==> src/rtl/mac_seq_if.sv <==
// rtl/mac_seq_if.sv - handshake and strobe bundle between the MAC job source/consumer and the sequencer
interface mac_seq_if #(
    parameter int CNT_W = 4
) ();
    logic             start;
    logic [CNT_W-1:0] len;
    logic             in_valid;
    logic             in_ready;
    logic             op_load;
    logic             acc_clr;
    logic             acc_en;
    logic             out_valid;
    logic             out_ready;
    logic             busy;
    logic [CNT_W-1:0] remaining;

    modport master (
        output start, len, in_valid, out_ready,
        input  in_ready, op_load, acc_clr, acc_en, out_valid, busy, remaining
    );

    modport slave (
        input  start, len, in_valid, out_ready,
        output in_ready, op_load, acc_clr, acc_en, out_valid, busy, remaining
    );
endinterface

==> src/rtl/mac_sequencer.sv <==
// rtl/mac_sequencer.sv - job FSM driving operand/product/accumulator register enables for the MAC datapath
module mac_sequencer #(
    parameter int CNT_W = 4
) (
    input logic       clk,
    input logic       rst,
    mac_seq_if.slave  bus
);
    typedef enum logic [2:0] {
        S_IDLE  = 3'd0,
        S_CLEAR = 3'd1,
        S_RUN   = 3'd2,
        S_DRAIN = 3'd3,
        S_DONE  = 3'd4
    } state_t;

    state_t           state_q, state_d;
    logic [CNT_W-1:0] remaining_q, remaining_d;
    logic             acc_en_q, acc_en_d;
    logic             op_load;

    always_comb begin
        op_load     = bus.in_valid & (state_q == S_RUN);
        state_d     = state_q;
        remaining_d = remaining_q;
        // Product register adds one stage, so the accumulator enable trails the operand load.
        acc_en_d    = op_load;
        case (state_q)
            S_IDLE: begin
                if (bus.start) begin
                    state_d     = S_CLEAR;
                    remaining_d = bus.len;
                end
            end
            S_CLEAR: begin
                state_d = (remaining_q != '0) ? S_RUN : S_DONE;
            end
            S_RUN: begin
                if (op_load && remaining_q != '0) begin
                    remaining_d = remaining_q - 1'b1;
                    if (remaining_q == CNT_W'(1)) begin
                        state_d = S_DRAIN;
                    end
                end
            end
            S_DRAIN: begin
                state_d = S_DONE;
            end
            S_DONE: begin
                if (bus.out_ready) begin
                    state_d = S_IDLE;
                end
            end
            default: begin
                state_d     = S_IDLE;
                remaining_d = '0;
                acc_en_d    = 1'b0;
            end
        endcase
    end

    always_ff @(posedge clk or posedge rst) begin
        if (rst) begin
            state_q     <= S_IDLE;
            remaining_q <= '0;
            acc_en_q    <= 1'b0;
        end else begin
            state_q     <= state_d;
            remaining_q <= remaining_d;
            acc_en_q    <= acc_en_d;
        end
    end

    assign bus.in_ready  = (state_q == S_RUN);
    assign bus.op_load   = op_load;
    assign bus.acc_clr   = (state_q == S_CLEAR);
    assign bus.acc_en    = acc_en_q;
    assign bus.out_valid = (state_q == S_DONE);
    assign bus.busy      = (state_q != S_IDLE);
    assign bus.remaining = remaining_q;
endmodule
==> src/flat_wrapper.sv <==
// flat-port wrapper written by rule: the top's interface ports become plain ports
module mac_sequencer_flat 
#(
    parameter int CNT_W = 4
)
  (clk, rst, bus_start, bus_len, bus_in_valid, bus_out_ready, bus_in_ready, bus_op_load, bus_acc_clr, bus_acc_en, bus_out_valid, bus_busy, bus_remaining);
  mac_seq_if #(.CNT_W(CNT_W)) bus_i ();
  input logic clk;
  input logic rst;
  input wire logic [$bits(bus_i.start)-1:0] bus_start;
  input wire logic [$bits(bus_i.len)-1:0] bus_len;
  input wire logic [$bits(bus_i.in_valid)-1:0] bus_in_valid;
  input wire logic [$bits(bus_i.out_ready)-1:0] bus_out_ready;
  output wire logic [$bits(bus_i.in_ready)-1:0] bus_in_ready;
  output wire logic [$bits(bus_i.op_load)-1:0] bus_op_load;
  output wire logic [$bits(bus_i.acc_clr)-1:0] bus_acc_clr;
  output wire logic [$bits(bus_i.acc_en)-1:0] bus_acc_en;
  output wire logic [$bits(bus_i.out_valid)-1:0] bus_out_valid;
  output wire logic [$bits(bus_i.busy)-1:0] bus_busy;
  output wire logic [$bits(bus_i.remaining)-1:0] bus_remaining;
  assign bus_i.start = bus_start;
  assign bus_i.len = bus_len;
  assign bus_i.in_valid = bus_in_valid;
  assign bus_i.out_ready = bus_out_ready;
  assign bus_in_ready = bus_i.in_ready;
  assign bus_op_load = bus_i.op_load;
  assign bus_acc_clr = bus_i.acc_clr;
  assign bus_acc_en = bus_i.acc_en;
  assign bus_out_valid = bus_i.out_valid;
  assign bus_busy = bus_i.busy;
  assign bus_remaining = bus_i.remaining;
  mac_sequencer #(.CNT_W(CNT_W)) u_core (.clk(clk), .rst(rst), .bus(bus_i));
endmodule
==> config.mk <==
export PLATFORM = sky130hd
export DESIGN_NAME = mac_sequencer_flat
export DESIGN_NICKNAME = d
export VERILOG_FILES = /design/src/rtl/mac_seq_if.sv /design/src/rtl/mac_sequencer.sv /design/src/flat_wrapper.sv
export SDC_FILE = /design/constraint.sdc
export NUM_CORES = 1
export LEC_CHECK = 0
export CAP_MARGIN = 20
export CORE_MARGIN = 2
export CORE_UTILIZATION = 39
export DETAILED_ROUTE_END_ITERATION = 16
export PLACE_DENSITY = 0.72
export SYNTH_ARGS = -nofsm -noshare
export SYNTH_HDL_FRONTEND = slang
export SYNTH_SLANG_ARGS = --single-unit
==> constraint.sdc <==
create_clock -name clk -period 1.8 [get_ports clk]
set_clock_uncertainty 0.15 [all_clocks]
set_input_delay 0.27 -clock clk [delete_from_list [all_inputs] [get_ports clk]]
set_output_delay 0.27 -clock clk [all_outputs]
set_load 0.005 [all_outputs]
==> reports/results.ini <==
[final_layout]
design_area_um2 = 1060
final.fill_count = 89
final_net_count = 119
diodes = 0
synthToLayoutAreaGrowth_pct = 82.0
final_common_cell = buf_4
layout_common_cells = 23 x buf_4, 13 x clkdlybuf4s50_1, 5 x o21ai_1, 5 x buf_6
fin_cells = 121
final_layout_size_suffix_gt1_frac = 0.481
post-route-util = 0.786

[sta]
rsz0062_at_grt = true
maxSlewHeadroom = 0.761
fin_crit_sh = 1.01
period_needed_ns = 1.83
final-setup-viol-count = 2
worst_pin_slew_ns = 0.359
finalWorstSetupSlack_ns = -0.0251
fin_tns_setup_ns = -0.0338
fmax_mhz = 548
slew_violations = 0
hold_violations = 0

[global_routing]
grt_pass1_vias = 635
grt_overflow = 0
grt_max_degree = 9
grt_usage = 0.233
antenna_found_initial = 0
grt_pass1_wl_mm = 2.99

[detailed_routing]
wl_mm = 1.93
viasPerCell = 5.35
drt_iter0_drc = 18
wl_per_cell_um = 16.0
drtPass1Iterations = 4
drcViolationCount = 0
routed-via-count = 647
drtAntennaViolNets = 0

[synth]
synth-simple-area-share = 0.266
ys_ff_latch = 8
synth_area_um2 = 583
syn_area_per_cell_um2 = 9.88
synthXorXnorAreaFrac = 0
yosysTopAreaCell = dfrtp_1
synth_compound_area_frac = 0.172
synth_top_family_by_area = simple AND/OR/NAND/NOR gates
yosys_warnings = 0
ys.flop_type = dfrtp_1
synth.distinct_cells = 29
synth.top_cell.area_share = 0.343
synth-edff-count = 0
synth_mux_area_frac = 0.0687
synth-seq-area-share = 0.343
synth_nets = 71
synth_fa_ha_area_frac = 0.0644
synthArstFlopShare = 1.00
synth_area_leaders = dfrtp_1 34%, mux2i_1 6.9%, ha_1 6.4%
syn_inst = 59

[critical_path]
rrSetupSlack_ns = -0.03
required_ns = 1.86
cp_cell_sequence = inv_2 -> ha_4 -> or3b_4 -> a311oi_4 -> buf_4 -> o21ai_1 -> o21ai_1
slowest_delay_ns = 0.42
cp_max_fo = 4
end_kind = register
crit_top_cell = o21ai_1
setup.worst_path.start_class = register
cpLargestDelayFamily = flip-flops
worst_path_max_delay_cell = dfrtp_2
path_class = register to register
cp_num_buf_inv = 2
critPathArrivalTime_ns = 1.89

[power]
swShare = 0.382
pwr-share-seq = 0.171
p_leak_nw = 0.502
p_per_area_nw_per_um2 = 1870
clkPwrFrac = 0.087
p_sw_w = 0.000759
peakVddDrop_uv = 944
p_int_w = 0.00123
p_comb_frac = 0.742

[job]
maxCapViolations = 0

[clocking]
htreeDepth = 1
cts_hold_buf = 0
cts_sinks = 8
clk_latency_ns = 0.28
cts_tree = yes
clk_pin_slew_ns = 0.08
cts_buffer_depth = 2
clockRootBuffer = clkbuf_4
cts-buffers-inserted = 3

[placed_design]
place_ws_ns = -0.0415
dpl.cell_count = 103
post_dp_cell_area_um2 = 873
gp_congestion = 0.784
io_buffers = 18
dp_hpwl_mm = 1.10

[die]
io_pins = 19
die_w_um = 42.7
die_y_um = 42.7
start_util = 0.432
num_rows = 13
core_area_um2 = 1350
die_area_um2 = 1820

[run_status]
violations = negative setup slack
status = complete, but fails checks

[worst_hold_path]
hold_path_class = primary input to asynchronous set/reset pin

[final timing paths]
path	startpoint	to	cells past startpoint
worst min register to register	u_core.bus.remaining[0]	u_core.bus.remaining[0]	2
max in group asynchronous	rst	u_core.state_q[1]	2
min in group clk	bus_out_ready	u_core.state_q[2]	3
worst max-delay path	u_core.bus.remaining[0]	u_core.bus.remaining[2]	7
worst min-delay path	rst	u_core.bus.remaining[3]	2
worst max register to register	u_core.bus.remaining[0]	u_core.bus.remaining[2]	7
[routing by layer]
metal / GRT usage / vias to the layer above / routed length, µm
met5: 0 / - / 0
met4: 0.169 / 0 / 52
met3: 0.0468 / 4 / 124
met2: 0.358 / 27 / 890
met1: 0.285 / 313 / 866
li1: - / 303 / -
[metrics by stage]
stage / hold WS (ns) / power [W]
after global routing: 0.144 / 0.00209
final: 0.0918 / 0.00199
after floorplan: -0.0644 / 0.000927
after detailed placement: 0.406 / 0.00140
after global placement: 0.404 / 0.00139
after CTS: 0.106 / 0.00184
[cells in the mapped netlist, drive strengths merged (2+ instances only)]
cell / count
inv: 6
buf: 3
nor4b: 2
nor2: 5
mux2i: 4
nand2: 3
nor4: 2
o21ai: 6
ha: 3
dfrtp: 8
nor2b: 2
[kinds of logic (layout without fill, tap and decap cells)]
family | Yosys count | count (layout)
DFF | 8 | 8
buffers and inverters | 9 | 56
muxes | 4 | 4
adders and majority gates | 3 | 3
and+or+nand+nor | 23 | 23
AOI/OAI and AO/OA | 12 | 12
[power groups by stage]
stage	clock network, W	logic (W)	registers [W]
6_report	0.000173	0.00148	0.000340
5_1_grt	0.000183	0.00157	0.000346
4_1_cts	0.000168	0.00135	0.000324
3_5_place_dp	0	0.00105	0.000355
3_3_place_gp	0	0.00103	0.000353
2_1_floorplan	0	0.000587	0.000340
[cell type report]
class                      count  area (µm²)  area share
clock buffer                   4        26.3      0.0248
inverter                       6        22.5      0.0212
multi-input combinational     42         377       0.355
sequential                     8         205       0.193
tap                           15        18.8      0.0177
timing repair buffer          46         412       0.388
[flip-flops by register name, indices dropped and copies added, names as in the netlist]
name	flops
u_core.state_q	3
u_core.bus.remaining	4
u_core.bus.acc_en	1
[timing repair]
item | in CTS | in global routing
endpoints found under the setup margin | 8 | 7
setup buffers | 13 | 2
pin swaps | 3 | 3
resized for setup | 24 | 6
(Power assumes the default switching activity.)
